===== src/rtl/time_of_day_counter.sv =====
// time_of_day_counter: BCD hh:mm:ss time-of-day counter for the seven-segment driver.
// The 1 Hz divider output and the debounced increment button are sampled as data
// in the CLK domain and turned into single-cycle tick / inc_pulse strobes.
// Modes: 00 run, 01 set hours, 10 set minutes, 11 hold. A one-cycle chime marks
// every hour rollover in run mode.
// Optional build macro HOUR12_EN: 12-hour display (12,01..11) with a registered pm flag;
// without it the counter runs 00..23 and pm is tied low.

// Synchronizer plus rising-edge detector producing a one-CLK strobe.
module tod_edge_sync #(
  parameter int unsigned STAGES = 2
) (
  input  logic CLK,
  input  logic CLRn,
  input  logic din,
  output logic pulse_c
);

  logic [STAGES-1:0] sync;
  logic              dly;

  // Shift the asynchronous input through the sync chain, then one delay flop.
  always_ff @(posedge CLK or negedge CLRn) begin
    if (!CLRn) begin
      sync <= '0;
      dly  <= 1'b0;
    end else begin
      sync <= {sync[STAGES-2:0], din};
      dly  <= sync[STAGES-1];
    end
  end

  assign pulse_c = sync[STAGES-1] & ~dly;

endmodule

module time_of_day_counter #(
  parameter int unsigned SYNC_STAGES = 2,
  parameter logic [7:0]  RESET_HOUR  = 8'h00
) (
  input  logic       CLK,
  input  logic       CLRn,
  input  logic       clk_1HZ,
  input  logic [1:0] set_mode,
  input  logic       inc_btn,
  output logic [7:0] hour_bcd,
  output logic [7:0] min_bcd,
  output logic [7:0] sec_bcd,
  output logic       pm,
  output logic       chime
);

  typedef enum logic [1:0] {
    MODE_RUN      = 2'b00,
    MODE_SET_HOUR = 2'b01,
    MODE_SET_MIN  = 2'b10,
    MODE_HOLD     = 2'b11
  } mode_e;

  // Hour value loaded on reset; in 12-hour format a midnight reset shows as 12 AM.
`ifdef HOUR12_EN
  localparam logic [7:0] HOUR_RST = (RESET_HOUR == 8'h00) ? 8'h12 : RESET_HOUR;
`else
  localparam logic [7:0] HOUR_RST = RESET_HOUR;
`endif

  mode_e      mode_c;
  logic       tick_c;
  logic       inc_pulse_c;
  logic [7:0] hour_nxt;
  logic [7:0] min_nxt;
  logic [7:0] sec_nxt;
  logic       chime_nxt;
`ifdef HOUR12_EN
  logic       pm_nxt;
`endif

  assign mode_c = mode_e'(set_mode);

  // Two-digit BCD increment modulo 60 (seconds and minutes).
  function automatic logic [7:0] inc_mod60(input logic [7:0] v);
    logic [7:0] r;
    if (v[3:0] != 4'd9) begin
      r = {v[7:4], v[3:0] + 4'd1};
    end else if (v[7:4] != 4'd5) begin
      r = {v[7:4] + 4'd1, 4'd0};
    end else begin
      r = 8'h00;
    end
    return r;
  endfunction

  // Two-digit BCD hour increment in the selected display format.
  function automatic logic [7:0] inc_hour(input logic [7:0] v);
    logic [7:0] r;
`ifdef HOUR12_EN
    if (v == 8'h12) begin
      r = 8'h01;
    end else if (v[3:0] == 4'd9) begin
      r = {v[7:4] + 4'd1, 4'd0};
    end else begin
      r = {v[7:4], v[3:0] + 4'd1};
    end
`else
    if (v == 8'h23) begin
      r = 8'h00;
    end else if (v[3:0] == 4'd9) begin
      r = {v[7:4] + 4'd1, 4'd0};
    end else begin
      r = {v[7:4], v[3:0] + 4'd1};
    end
`endif
    return r;
  endfunction

  tod_edge_sync #(.STAGES(SYNC_STAGES)) u_sync_1hz (
    .CLK     (CLK),
    .CLRn    (CLRn),
    .din     (clk_1HZ),
    .pulse_c (tick_c)
  );

  tod_edge_sync #(.STAGES(SYNC_STAGES)) u_sync_btn (
    .CLK     (CLK),
    .CLRn    (CLRn),
    .din     (inc_btn),
    .pulse_c (inc_pulse_c)
  );

  // Next-state of the time registers; ticks act only in run, increments only in set modes.
  always_comb begin
    hour_nxt  = hour_bcd;
    min_nxt   = min_bcd;
    sec_nxt   = sec_bcd;
    chime_nxt = 1'b0;
`ifdef HOUR12_EN
    pm_nxt    = pm;
`endif
    unique case (mode_c)
      MODE_RUN: begin
        if (tick_c) begin
          sec_nxt = inc_mod60(sec_bcd);
          if (sec_bcd == 8'h59) begin
            min_nxt = inc_mod60(min_bcd);
            if (min_bcd == 8'h59) begin
              hour_nxt  = inc_hour(hour_bcd);
              chime_nxt = 1'b1;
`ifdef HOUR12_EN
              if (hour_bcd == 8'h11) begin
                pm_nxt = ~pm;
              end
`endif
            end
          end
        end
      end
      MODE_SET_HOUR: begin
        sec_nxt = 8'h00;
        if (inc_pulse_c) begin
          hour_nxt = inc_hour(hour_bcd);
`ifdef HOUR12_EN
          if (hour_bcd == 8'h11) begin
            pm_nxt = ~pm;
          end
`endif
        end
      end
      MODE_SET_MIN: begin
        sec_nxt = 8'h00;
        if (inc_pulse_c) begin
          min_nxt = inc_mod60(min_bcd);
        end
      end
      MODE_HOLD: begin
      end
      default: begin
      end
    endcase
  end

  // Time and chime registers.
  always_ff @(posedge CLK or negedge CLRn) begin
    if (!CLRn) begin
      hour_bcd <= HOUR_RST;
      min_bcd  <= 8'h00;
      sec_bcd  <= 8'h00;
      chime    <= 1'b0;
    end else begin
      hour_bcd <= hour_nxt;
      min_bcd  <= min_nxt;
      sec_bcd  <= sec_nxt;
      chime    <= chime_nxt;
    end
  end

`ifdef HOUR12_EN
  // AM/PM flag, flipped on every 11->12 hour step.
  always_ff @(posedge CLK or negedge CLRn) begin
    if (!CLRn) begin
      pm <= 1'b0;
    end else begin
      pm <= pm_nxt;
    end
  end
`else
  assign pm = 1'b0;
`endif

endmodule


===== config.mk =====
export PLATFORM = sky130hd
export DESIGN_NAME = time_of_day_counter
export DESIGN_NICKNAME = d
export VERILOG_FILES = /design/src/rtl/time_of_day_counter.sv
export SDC_FILE = /design/constraint.sdc
export NUM_CORES = 1
export LEC_CHECK = 0
export CAP_MARGIN = 0
export CELL_PAD_IN_SITES_DETAIL_PLACEMENT = 0
export CELL_PAD_IN_SITES_GLOBAL_PLACEMENT = 2
export CORE_UTILIZATION = 30
export DETAILED_ROUTE_END_ITERATION = 12
export PLACE_DENSITY_LB_ADDON = 0.3
export SYNTH_ARGS = -nofsm -noshare
export SYNTH_HDL_FRONTEND = slang
export SYNTH_HIERARCHICAL = 1
export SYNTH_SLANG_ARGS = --single-unit

===== constraint.sdc =====
create_clock -name CLK -period 2.1 [get_ports CLK]
set_clock_uncertainty 0.1 [all_clocks]
set_input_delay 0.21 -clock CLK [delete_from_list [all_inputs] [get_ports CLK]]
set_output_delay 0.21 -clock CLK [all_outputs]
set_load 0.01 [all_outputs]

### After elaboration in Yosys (flattened, before gate mapping)

Cells that the tools add are included.

| cells by class | value |
|---|---|
| $add $sub $neg | 6 |
| multiply operators | 0 |
| div/mod/pow operators | 0 |
| order comparisons | 0 |
| equality and inequality tests | 16 |
| shift operators | 0 |
| muxes and demuxes | 21 |
| bitwise logic cells | 4 |
| reduce and logical (&&, ||, !) cells | 9 |

Operators with widths:

| operator | count |
|---|---|
| 8-bit two-way mux | 14 |
| 8-bit case mux with 2 select lines | 3 |
| 4-bit by 1-bit adder with 4-bit output (second input constant) | 6 |
| 8-bit by 7-bit equality test with 1-bit output (second input constant) | 2 |
| 2-bit inequality test (second input constant) | 6 |
| 8-bit by 6-bit equality test with 1-bit output (second input constant) | 1 |
| 4-bit by 3-bit inequality test with 1-bit output (second input constant) | 2 |
| 4-bit inequality test (second input constant) | 2 |
| 2-bit nonzero test | 3 |
| 5-bit AND reduction | 1 |
| 4-bit equality test (second input constant) | 1 |
| 1-bit two-way mux | 4 |
| 4-bit AND reduction | 1 |
| 3-bit AND reduction | 1 |
| 1-bit bitwise AND | 2 |
| 2-bit by 1-bit equality test with 1-bit output (second input constant) | 1 |
| 2-bit equality test (second input constant) | 1 |
| 2-bit zero test | 1 |
| 1-bit inverter | 2 |
| 2-bit AND reduction | 1 |
| 2-bit OR reduction | 1 |

| storage, ports and cells | value |
|---|---|
| register bits after elaboration | 31 |
| latch bits | 0 |
| bits in writable memories | 0 |
| ROM bits | 0 |
| bits of input ports | 6 |
| output and inout bits | 26 |
| word-level logic and storage cells | 65 |
| memories kept | 0 |

### Longest topological paths before layout

Gate-level depths: netlist of the first run.

| logic depth | value |
|---|---|
| depth in word-level cells | 7 |
| gate-level depth with buffers | 7 |
| mapped depth without buffers | 7 |

### By module

Netlist of the first run, hierarchy kept.

By module, submodules not included:

| module | times used | cells an instance | area an instance (sq um) | sequential area each (sq um) |
|---|---|---|---|---|
| time_of_day_counter | 1 | 146 | 1498.9 | 625.6 |
| tod_edge_sync | 2 | 4 | 88.8 | 75.1 |

### Worst setup path before layout of the first run

Ideal clock, no wire load.

| timing | value |
|---|---|
| path type | flip-flop to flip-flop |
| start point | reg sec_bcd[0] |
| end point | reg hour_bcd[0] |
| library setup time | 125 ps |
| arrival | 1714 ps |
| data required time | 1875 ps |
| slack | 161 ps |
| cell stages (with the launch flop) | 6 |
| path buffers | 0 |
| clock period less this slack | 1939 ps |
| path through | dfrtp_1 > ha_1 > and3b_1 > a41oi_4 > nand2b_4 > mux2_4 |

| on the way | value |
|---|---|
| word-level cells in the longest chain between the ends | 3 |

RTL lines:

| what | RTL line | RTL |
|---|---|---|
| start, declared | 48 | `output logic [7:0] sec_bcd,` |
| start signal, assigned | 191 | `sec_bcd <= sec_nxt;` |
| 8-bit by 7-bit equality test with 1-bit output | 143 | `if (sec_bcd == 8'h59) begin` |
| 2-bit inequality test (no line) | - |  |
| 5-bit AND reduction (no line) | - |  |
| end signal, assigned | 189 | `hour_bcd <= hour_nxt;` |
| end, declared | 46 | `output logic [7:0] hour_bcd,` |

No other way between the ends.
A chain may end at the register's enable or synchronous reset.

### Final worst setup path of the first run

| timing | value |
|---|---|
| start point | in set_mode[0] |
| end point | reg min_bcd[5] |

| on the way | value |
|---|---|
| word-level cells in the longest chain between the ends | 3 |
| elaborated cells between the ends (all ways) | 8 |
| classes of those cells | eq/ne: 4; mux: 1; reduce/logical: 3 |

RTL lines:

| what | RTL line | RTL |
|---|---|---|
| start, declared | 44 | `input logic [1:0] set_mode,` |
| 2-bit equality test / 2-bit zero test (equally long branches) | 139 | `unique case (mode_c)` |
| 2-bit inequality test (no line) / 2-bit nonzero test (equally long branches) | - |  |
| 4-bit AND reduction (no line) | - |  |
| end signal, assigned | 190 | `min_bcd <= min_nxt;` |
| end, declared | 47 | `output logic [7:0] min_bcd,` |

Several ways; a longest one is shown, not always the timed one.

==> results of run 1 <==
registers in the layout, indices dropped and copies added, names as in the netlist:
register / flops
hour_bcd: 8
min_bcd: 8
sec_bcd: 8
u_sync_1hz/sync: 2
u_sync_btn/sync: 2
chime: 1
u_sync_1hz/dly: 1
u_sync_btn/dly: 1
worst max-delay path by stage:
stage	endpoint	slack, ns	cells after the start
after floorplan	hour_bcd[0]	0.16	5
after CTS	min_bcd[4]	0.24	8
after detailed placement	min_bcd[5]	-0.05	7
after global placement	min_bcd[5]	0.04	7
after global routing	min_bcd[4]	0.05	7
final	min_bcd[5]	0.22	7
cell type report:
cell class / count / share of cell area, %
Multi-Input combinational cell: 113 / 38.3
Sequential cell: 31 / 34.6
Timing Repair Buffer: 39 / 16.4
Tap cell: 70 / 3.91
Clock buffer: 6 / 3.68
Clock inverter: 2 / 1.56
Inverter: 9 / 1.51
metrics by stage:
stage	power [µW]	hold WS, ns
2_1_floorplan	1330	-0.186
3_3_place_gp	1730	0.237
3_5_place_dp	1750	0.237
4_1_cts	2370	0.246
5_1_grt	2490	0.249
6_report	2340	0.224
power by group:
part | total [µW] | switching [µW] | internal, µW | leakage [µW]
clock | 607 | 223 | 384 | 0.0000612
sequential | 922 | 185 | 736 | 0.000396
combinational | 808 | 342 | 466 | 0.000513
kinds of logic (layout without fill, tap and decap cells):
logic type | count (synthesis) | in the layout
AOI/OAI and AO/OA | 31 | 31
xor gates and xnor gates | 6 | 6
adders and majority gates | 12 | 12
buffers and inverters | 10 | 56
DFF | 31 | 31
muxes | 4 | 4
other | 1 | 1
and+or+nand+nor | 59 | 59
cells in the final DEF, fill, tap and decap left out, types with 2 or more instances in the layout:
cell type and instances:
sky130_fd_sc_hd__inv_1 8, sky130_fd_sc_hd__clkbuf_8 6, sky130_fd_sc_hd__xnor2_1 3, sky130_fd_sc_hd__o31ai_1 7, sky130_fd_sc_hd__nor2b_4 3, sky130_fd_sc_hd__clkdlybuf4s50_1 30
sky130_fd_sc_hd__and3_1 2, sky130_fd_sc_hd__buf_4 9, sky130_fd_sc_hd__nand2_1 15, sky130_fd_sc_hd__nand3_1 7, sky130_fd_sc_hd__nor2_1 9, sky130_fd_sc_hd__and3b_1 2
sky130_fd_sc_hd__a21oi_1 2, sky130_fd_sc_hd__nor4b_2 2, sky130_fd_sc_hd__o21ai_1 8, sky130_fd_sc_hd__xor2_1 3, sky130_fd_sc_hd__mux2_4 2, sky130_fd_sc_hd__o21ai_0 8
sky130_fd_sc_hd__ha_1 12, sky130_fd_sc_hd__nor2b_1 4, sky130_fd_sc_hd__dfrtp_1 31, sky130_fd_sc_hd__nand4_1 2, sky130_fd_sc_hd__nand3b_1 3
metal layers:
layer  routed length [µm]  vias up  global-route usage, %  part of all wire, %
li1                     -      631                      -                    -
met1                 1640      629                   16.2                   47
met2                 1630       30                   19.9                   47
met3                  163        6                   4.05                  4.7
met4                   46        0                   4.62                  1.3
met5                    0        -                      0                    0
==> impl_metrics.toml, run 1 <==
[timing]
timing_max_transition_violations_final = 0
tns_ns = 0
grt_setup_unrepaired = "false"
max_clock_freq_ghz = 0.532
worst_slew_margin_rel_pct = 64.8
period_needed_ns = 1.88
hold_viol_final = 0
worstMarginPinSlew_ns = 0.523
setup_viol = 0
setup_slack_ns = 0.221
min_period_over_period_pct = 89.5

[clocking]
post_cts.resized_instances = 0
tritoncts_clock_tree = "yes"
cts.sink_count = 31
ctsHoldBuffers = 0
tritoncts_buffers = 5
cts_root_buffer = "sky130_fd_sc_hd__clkbuf_8"
cts_post_setup_buffers_inserted = 0
clk_pin_slew_worst_paths_ns = 0.06
worstSkewPairLatency_ns = 0.28
max-clock-path-buffers = 2
cts-htree-levels = 2

[floorplan]
placement_rows = 26
start_util_pct = 32.0
placeableCoreArea_mm2 = 0.00524
floorplan.die.height_um = 76.8
io_pins = 32
die-area_mm2 = 0.00589
floorplan.die.width_um = 76.8

[global_route]
global_route.usage.total_pct = 12.7
grt_first_pass_wirelength_um = 5890
first_global_vias = 1226
grt_start_max_net_pins = 32
antenna_found_initial = 0
grt_remaining_overflow = 0

[power_and_ir_drop]
power_density_mw_per_mm2 = 1040
power.leakage_uw = 0.000970
irDropWorstVdd_uv = 409

[synthesis]
syn_nets = 172
post_synth_inst_count = 154
synth.avg_cell_area_um2 = 10.9
yosysUniqueCellTypes = 41
ys_seq_area_share_pct = 46.3
netlist.area_leader.share_pct = 46.3
yosys_most_used_dff = "sky130_fd_sc_hd__dfrtp_1"
netlist.top_cell.by_area = "sky130_fd_sc_hd__dfrtp_1"
synth-compound-area-share_pct = 13.1
synth.cell_area_mm2 = 0.00168
yosys.cell_count.top_type = "sky130_fd_sc_hd__dfrtp_1"
ys_top_cells_by_area = "sky130_fd_sc_hd__dfrtp_1 46%, sky130_fd_sc_hd__ha_1 9.0%, sky130_fd_sc_hd__nand2_1 3.4%"
total_of_flip_flops_plus_latches_after_synthesis = 31
synth_xor_xnor_area_share_pct = 3.13
async_reset_ff_share_pct = 100
largest_family_of_logic_cells_by_synthesized_area = "simple AND/OR/NAND/NOR gates"
synth.top_cells.by_count = "31 x sky130_fd_sc_hd__dfrtp_1, 15 x sky130_fd_sc_hd__nand2_1, 12 x sky130_fd_sc_hd__ha_1"
yosys.area_share.adder_pct = 8.96
synthMuxAreaShare_pct = 3.06
yosys_warn_count = 6
synth_simple_gate_area_share_pct = 22.8
number_of_enable_flip_flop_cells_after_synthesis = 0

[worst_setup_path]
timing.critical_path.to_type = "flop"
critical_path_origin = "set_mode[0]"
cp_slowest_stage_delay_ns = 0.43
worst_path_dominant_cell_family = "buffers and inverters"
criticalPathCategory = "primary input to flop"
worst-path-max-fanout = 5
critPathLaunchType = "primary input"
worst_path_cell_with_the_longest_stage_delay = "sky130_fd_sc_hd__clkdlybuf4s50_1"
cp_num_buf_inv = 3
worstRegToRegCells = 6
cp_cell_sequence = "clkdlybuf4s50_1 -> inv_1 -> ha_1 -> inv_2 -> o21ai_1 -> and3_1 -> mux2_1"
reg2reg_from = "sec_bcd[1]"
arrival_time_at_the_worst_endpoint_ns = 1.94
critical_path_required_ns = 2.16
r2r_slack_ns = 0.26
reg2reg_to = "min_bcd[5]"

[place]
dpl_cell_area_mm2 = 0.00212
finalWeightedCongestion = 0.792
pre_cts_slack_ns = -0.0543
dp_cells = 262
dp_hpwl_um = 2590
portBuffers = 30

[outcome]
result_of_the_run = "completed"

[cells_and_area]
finish.cell_count_without_fillers = 270
multi_input_area_um2 = 860
drive_above_1_share_pct = 15.5
stdcell_area_mm2 = 0.00224
nFillCells = 506
finish.net_count = 217
layout-area-overhead-vs-synth_pct = 33.7
layout.area.seq_um2 = 776
post-route-util_pct = 42.8
diodes = 0

[run]
drv_cap = 0

[detailed_routing]
post_drt_via_cell_ratio = 4.80
route.vias.total = 1296
drt-pass1-iter-count = 4
antenna_left = 0
drc = 0
routed_wire_length_per_instance_um = 12.9
drt-initial-drc-count = 56
totalWireLength_um = 3480

[min_path]
worst_hold_path_type = "primary input to asynchronous set/reset pin"
(Power assumes the default switching activity.)
==> inputs of run 2 (changes only) <==
ABC_AREA = 1   (was default)
==> impl_metrics.toml, run 2 <==
[outcome]
result_of_the_run = "completed"

[floorplan]
placement_rows = 27
floorplan.die.width_um = 78.7
start_util_pct = 31.5
die-area_mm2 = 0.00620
placeableCoreArea_mm2 = 0.00561
io_pins = 32
floorplan.die.height_um = 78.7

[place]
dp_hpwl_um = 2460
dp_cells = 311
finalWeightedCongestion = 0.732
portBuffers = 30

[detailed_routing]
routed_wire_length_per_instance_um = 10.4
drt-pass1-iter-count = 4
totalWireLength_um = 3310
drt-initial-drc-count = 33
drc = 0
post_drt_via_cell_ratio = 4.29
route.vias.total = 1361
antenna_left = 0

[timing]
tns_ns = 0
min_period_over_period_pct = 83.8
setup_viol = 0
max_clock_freq_ghz = 0.568
timing_max_transition_violations_final = 0
hold_viol_final = 0
grt_setup_unrepaired = "false"
period_needed_ns = 1.76

[power_and_ir_drop]
irDropWorstVdd_uv = 383
power.leakage_uw = 0.00105
power_density_mw_per_mm2 = 832

[worst_setup_path]
worst-path-max-fanout = 7
arrival_time_at_the_worst_endpoint_ns = 1.82
critical_path_required_ns = 2.16
timing.critical_path.to_type = "flop"
criticalPathCategory = "primary input to flop"
critPathLaunchType = "primary input"

[cells_and_area]
drive_above_1_share_pct = 11.4
layout_commonest_cell = "sky130_fd_sc_hd__nand2_1"
finish.cell_count_without_fillers = 317
mostFrequentLayoutCells = "48 x sky130_fd_sc_hd__nand2_1, 31 x sky130_fd_sc_hd__dfrtp_1, 30 x sky130_fd_sc_hd__clkdlybuf4s50_1"
finish.net_count = 264
layout-area-overhead-vs-synth_pct = 26.6
diodes = 0
biggestRegsByFlops = "hour_bcd (8), min_bcd (8), sec_bcd (8)"

[synthesis]
yosys_warn_count = 6
yosysUniqueCellTypes = 28
ys_seq_area_share_pct = 43.9
synth.cell_area_mm2 = 0.00177
number_of_enable_flip_flop_cells_after_synthesis = 0
synth.avg_cell_area_um2 = 8.49
yosys_most_used_dff = "sky130_fd_sc_hd__dfrtp_1"
synth.top_cells.by_count = "48 x sky130_fd_sc_hd__nand2_1, 31 x sky130_fd_sc_hd__dfrtp_1, 29 x sky130_fd_sc_hd__inv_1"
async_reset_ff_share_pct = 100
total_of_flip_flops_plus_latches_after_synthesis = 31
netlist.area_leader.share_pct = 43.9
post_synth_inst_count = 208
netlist.top_cell.by_area = "sky130_fd_sc_hd__dfrtp_1"
syn_nets = 226
yosys.cell_count.top_type = "sky130_fd_sc_hd__nand2_1"
ys_top_cells_by_area = "sky130_fd_sc_hd__dfrtp_1 44%, sky130_fd_sc_hd__nand2_1 10%, sky130_fd_sc_hd__ha_1 8.5%"

[min_path]
worst_hold_path_type = "primary input to asynchronous set/reset pin"

[global_route]
first_global_vias = 1308
grt_first_pass_wirelength_um = 5840
grt_remaining_overflow = 0
global_route.usage.total_pct = 12.3
antenna_found_initial = 0
grt_start_max_net_pins = 32

[clocking]
worstSkewPairLatency_ns = 0.28
cts_root_buffer = "sky130_fd_sc_hd__clkbuf_8"
cts-htree-levels = 2
max-clock-path-buffers = 2
clk_pin_slew_worst_paths_ns = 0.06
cts_post_setup_buffers_inserted = 0
tritoncts_clock_tree = "yes"
ctsHoldBuffers = 0
cts.sink_count = 31
post_cts.resized_instances = 0
tritoncts_buffers = 5

[run]
drv_cap = 0
## run 2: cell count changes in the layout (fill, tap and decap cells not counted), moves of 5 or more
cell and change:
sky130_fd_sc_hd__buf_4 -6, sky130_fd_sc_hd__o31ai_1 -7, sky130_fd_sc_hd__xor2_1 +5, sky130_fd_sc_hd__inv_1 +21
sky130_fd_sc_hd__nor2_1 +5, sky130_fd_sc_hd__nand2_1 +33
## run 2: metrics by stage
stage                     power (µW)  setup WS (ns)  util [%]  instance area (µm²)  hold slack [ns]
after floorplan                 1180          0.516         -                 1770           -0.186
after global placement          1470         0.0753      38.6                 2160            0.233
after detailed placement        1460         0.0482      38.6                 2160            0.235
after CTS                       1900          0.340      39.9                 2240            0.249
after global routing            2020          0.133      39.9                 2240            0.254
final                           1860          0.340      39.9                 2240            0.237
## run 2: kinds of logic (layout without fill, tap and decap cells)
kind of cell | after synthesis | in the layout | share of synthesized area, %
adder cells (fa/ha/maj) | 12 | 12 | 8.50
other | 1 | 1 | 0.212
flip-flops | 31 | 31 | 43.9
multiplexers | 1 | 1 | 0.567
buffers and inverters | 31 | 68 | 7.01
AND/OR/NAND/NOR | 97 | 97 | 26.3
AO/OA/AOI/OAI | 27 | 27 | 9.56
XOR/XNOR | 8 | 8 | 3.97
## run 2: critical path: stages
cell and delay, ns:
sky130_fd_sc_hd__clkdlybuf4s50_1 0.51, sky130_fd_sc_hd__inv_1 0.07, sky130_fd_sc_hd__ha_1 0.29, sky130_fd_sc_hd__nand2_1 0.12
sky130_fd_sc_hd__o21ai_1 0.08, sky130_fd_sc_hd__a21oi_2 0.19, sky130_fd_sc_hd__nand3_2 0.17, sky130_fd_sc_hd__nand2_1 0.09
sky130_fd_sc_hd__o21ai_1 0.07
## run 2: layout make-up
cell class / count / area (µm²)
Inverter: 29 / 109
Clock buffer: 6 / 72.6
Fill cell: 594 / 3370
Timing Repair Buffer: 33 / 323
Tap cell: 72 / 90.1
Multi-Input combinational cell: 146 / 867
Sequential cell: 31 / 776
## run 2: path summary, 6_finish.rpt
check | from | to | slack (ns) | depth (start not counted)
setup / recovery | set_mode[0] | min_bcd[5] | 0.34 | 9
hold / removal | CLRn | sec_bcd[0] | 0.24 | 2
setup reg to reg | hour_bcd[1] | hour_bcd[7] | 0.43 | 9
hold reg to reg | u_sync_btn/sync[0] | u_sync_btn/sync[1] | 0.25 | 0
max in group asynchronous | CLRn | u_sync_btn/sync[1] | 1.37 | 2
min in group CLK | u_sync_btn/sync[0] | u_sync_btn/sync[1] | 0.25 | 0
## run 2: power by group
part	switching, µW	internal, µW
Combinational	313	312
Clock	196	220
Sequential	125	696
Total	634	1230
## run 2: layer usage
layer,track usage (%),wire (µm),share of wire [%],vias to the layer above
met1,16.5,1640,50,589
met2,17.8,1460,44,29
li1,-,-,-,735
met5,0,0,0,-
met3,2.87,126,3.8,8
met4,7.22,80,2.4,0
==> variant 1: new RTL, flow settings as in run 2 <==
The output `chime` loses its register stage (`chime` becomes a continuous assignment). Comments in the files are not updated.
--- a/src/rtl/time_of_day_counter.sv
+++ b/src/rtl/time_of_day_counter.sv
@@ -185,12 +185,12 @@
       min_bcd  <= 8'h00;
       sec_bcd  <= 8'h00;
-      chime    <= 1'b0;
     end else begin
       hour_bcd <= hour_nxt;
       min_bcd  <= min_nxt;
       sec_bcd  <= sec_nxt;
-      chime    <= chime_nxt;
-    end
-  end
+    end
+  end
+
+  assign chime = chime_nxt;
 
 `ifdef HOUR12_EN
Behaviour: no difference found for any inputs over 10 cycles, from zero or initial values; that may be too few to reach the edited logic, so the function may still have changed.
==> variant 1 against run 2 <==
- cell area up 5.2%
- sequential share of layout area down 2.8 points
- routed wire length grew 5.4%
- combinational power up 19%
- area after synthesis shrank 1.4%
- worst hold slack got worse by 19 ps
- count of clock-buffer cells in the layout rose by 1
- worst setup slack got worse by 140 ps
- die area decreased by 1.4%
- total power increased by 6.7%
- sequential power decreased by 6.6%
- critical path depth shrank 2
- sequential cell count decreased by 1
==> variant 1: results (changes against run 2) <==
final_layout:
  nClkBuffers: 7  # +1
  clock_area_share_pct: 3.881  # +0.64 points
  fin_nets: 280  # +6.1%
  fill_cells: 583  # -1.9%
  drive_gt1_share_pct: 18.25  # +6.8 points
  sh_seq_area_pct: 31.90  # -2.8 points
  buffer_area_share_pct: 18.93  # +4.5 points
  multi_input_area_share_pct: 36.84  # -1.9 points
  buffers: 50  # +52%
power_and_ir_drop:
  p_leak_nw: 1.137  # +8.0%
  clock_power_share_pct: 24.0  # +1.7 points
  power.total_mw: 1.987  # +6.7%
  switching_share_pct: 33.73  # -0.29 points
  combinationalPowerShare_pct: 37.4  # +3.8 points
  ir_worst_vdd_mv: 0.5445  # +42%
worst_setup_path:
  crit_path_max_fanout: 3  # -4
  crit_arrival_ps: 1590  # -230 ps
  crit_path_top_delay_cell: "dfrtp_1"
  crit_path_max_incr_delay_ps: 380  # -130 ps
placed_design:
  placed_cells: 327  # +5.1%
  gp_congestion: 0.7765  # +6.0%
  pre_cts_ws_ps: -24.61  # -72.78 ps
  dp_hpwl_mm: 2.632  # +7.1%
logic_synthesis:
  netlist_area_sq_um: 1742  # -1.4%
  syn_inst: 207  # -0.48%
  netlist_top_cells_area: "dfrtp_1 (43%), nand2_1 (10%), ha_1 (8.6%)"
  yosysSeqAreaShare_pct: 43.10  # -0.81 points
  synth.net_count: 225  # -0.44%
  yosys-top-cells-count: "nand2_1 (48), dfrtp_1 (30), inv_1 (29), nor2_1 (14), ha_1 (12)"
route:
  wl_per_cell_um: 10.41  # -0.25%
  via_per_inst: 4.370  # +1.8%
  routed_wl_mm: 3.488  # +5.4%
  drtIter0Drc: 31  # -6.1%
grt:
  grt_max_degree: 31  # -3.1%
  grt_pass1_vias: 1463  # +12%
  globalRouteTotalUtil_pct: 13.58  # +1.3 points
  grt_pass1_wl_mm: 6.548  # +12%
run_status:
  status: "finished, final reports clean"
clock_network:
  clock_latency_ps: 280  # about the same
  clock_sinks: 30  # -3.2%
timing:
  layout_min_cycle_time_ps: 1895  # +135.6 ps
## variant 1: cell count changes in the layout (fill, tap and decap cells not counted)
cell	run 2	this run
dfrtp_1	31	30
clkbuf_2	0	1
clkinv_2	0	1
buf_4	3	20
clkbuf_8	5	6
clkdlybuf4s50_1	30	29
## variant 1: timing repair
action | in CTS | in global routing
gates cloned | 0 | 0
buffers inserted | 0 | 0
hold buffers | 0 | 0
endpoints found under the setup margin | 1 | 1
gates resized for setup | 1 | 3
## variant 1: kinds of logic (layout without fill, tap and decap cells)
| group | count (synthesis) | in the layout | synth area share, % |
|---|---|---|---|
| flip-flops | 30 | 30 | 43.10 |
| XOR/XNOR | 8 | 8 | 4.023 |
| adder cells (fa/ha/maj) | 12 | 12 | 8.620 |
| buffers and inverters | 31 | 87 | 7.112 |
| other | 1 | 1 | 0.2153 |
| AND/OR/NAND/NOR | 97 | 97 | 26.65 |
| AO/OA/AOI/OAI | 27 | 27 | 9.699 |
| multiplexers | 1 | 1 | 0.5747 |
## variant 1: routing by layer
metal,track usage (%),wire length (um),up-vias
li1,-,-,767
met1,17.14,1683,666
met2,22.19,1619,26
met3,3.953,147,5
met4,4.444,37,0
met5,0,0,-
## variant 1: final timing paths
path,startpoint,endpoint,slack [ps],depth (start not counted)
max,sec_bcd[5],chime,200,7
max reg2reg,hour_bcd[1],hour_bcd[5],360,9
min reg2reg,u_sync_btn/sync[0],u_sync_btn/sync[1],250,0
min in group CLK,u_sync_btn/sync[0],u_sync_btn/sync[1],250,0
min,CLRn,hour_bcd[2],220,2
max in group asynchronous,CLRn,min_bcd[6],1390,2
## variant 1: worst max-delay path: cells and delay by family (launching register included)
family	cells	cell delay (ps)
and+or+nand+nor	4	500
DFF	1	380
buffers and inverters	2	290
adders and majority gates	1	140
==> variant 2: new RTL, settings of run 2 <==
Made on the original files. Change the parameter `SYNC_STAGES` from 2 to 4.
--- a/src/rtl/time_of_day_counter.sv
+++ b/src/rtl/time_of_day_counter.sv
@@ -36,5 +36,5 @@
 
 module time_of_day_counter #(
-  parameter int unsigned SYNC_STAGES = 2,
+  parameter int unsigned SYNC_STAGES = 4,
   parameter logic [7:0]  RESET_HOUR  = 8'h00
 ) (
Behaviour: not the same (a bounded check fails within 4 cycles, from zero or initial values).
==> variant 2 against run 2 <==
- maximum frequency is 0.35% lower
- cell area is 6.7% higher
- routed wire length up 3.4%
- non-clock buffer count unchanged
- via count up 3.4%
- worst setup slack worse by 6.2 ps
- total power up 16%
- area after synthesis rose by 5.7%
- first-iteration DRC count grew 82%
- critical endpoint is now hour_bcd[7]
- sequential power up 9.5%
- global-route usage decreased by 0.15 points
- sequential cell count increased by 4
==> variant 2: results (changes against run 2) <==
route:
  wl_per_cell_um: 10.49  # +0.53%
  vias: 1407  # +3.4%
  met2_length_mm: 1.508  # +3.3%
  wl_met1_mm: 1.693  # +3.1%
  wl_met3_um: 154  # +22%
  routed_wl_mm: 3.421  # +3.4%
logic_synthesis:
  yosys_warnings: 6  # unchanged
  post_synth.cell_area_avg_sq_um: 8.806  # +3.7%
  yosys-top-cells-count: "nand2_1 (48), dfrtp_1 (35), inv_1 (29), nor2_1 (14), ha_1 (12)"
  yosysSeqAreaShare_pct: 46.92  # +3.0 points
  yosys.cell_types.count: 28  # unchanged
  netlist_top_cells_area: "dfrtp_1 (47%), nand2_1 (9.7%), ha_1 (8.0%)"
  synth.net_count: 230  # +1.8%
power_and_ir_drop:
  p_leak_nw: 1.123  # +6.7%
  p_int_mw: 1.471  # +20%
  clock_power_share_pct: 29.2  # +6.9 points
  seq-power_mw: 0.899  # +9.5%
  p_per_area_nw_per_um2: 901.9  # +8.3%
  ir_worst_vdd_mv: 0.3953  # +3.1%
worst_setup_path:
  crit_arrival_ps: 1840  # +20 ps
  crit_end: "hour_bcd[7]"
  crit_path_max_incr_delay_ps: 470  # -40 ps
grt:
  grtUsageMet3_pct: 3.483  # +0.61 points
  grt_pass1_vias: 1324  # +1.2%
  grt_pass1_wl_mm: 6.072  # +4.0%
  globalRouteTotalUtil_pct: 12.13  # -0.15 points
  use_met1_pct: 16.30  # -0.23 points
  grt_max_degree: 36  # +13%
  gr-usage-met2_pct: 17.98  # +0.16 points
placed_design:
  placed_cells: 318  # +2.3%
  dp_hpwl_mm: 2.490  # +1.3%
  pre_cts_ws_ps: 7.401  # -40.77 ps
  place_area_sq_um: 2268  # +4.8%
final_layout:
  drive_gt1_share_pct: 12.35  # +0.92 points
  fill_cells: 612  # +3.0%
  fin_nets: 268  # +1.5%
timing:
  layout_min_cycle_time_ps: 1766  # +6.197 ps
  whs_ps: 238.1  # +1.399 ps
run_status:
  status: "finished, final reports clean"
-- variant 2: cell types whose count changed after synthesis, sizes merged --
cell / delta
dfrtp: +4
-- variant 2: area by class of cell --
| cell class | count | area [sq um] | area share, % |
|---|---|---|---|
| sequential | 35 | 875.8 | 36.71 |
| multi-input combinational | 146 | 867.1 | 36.34 |
| timing repair buffer | 33 | 322.8 | 13.53 |
| inverter | 29 | 108.9 | 4.562 |
| tap | 75 | 93.84 | 3.933 |
| clock buffer | 6 | 82.58 | 3.461 |
| clock inverter | 2 | 35.03 | 1.468 |
-- variant 2: cells by family (layout without fill, tap and decap cells) --
logic type               count (synthesis)  in the layout  synth area share, %
other                                    1              1               0.2009
flip-flops                              35             35                46.92
adder cells (fa/ha/maj)                 12             12                8.043
AND/OR/NAND/NOR                         97             97                24.87
AO/OA/AOI/OAI                           27             27                9.049
XOR/XNOR                                 8              8                3.754
multiplexers                             1              1               0.5362
buffers and inverters                   31             70                6.635
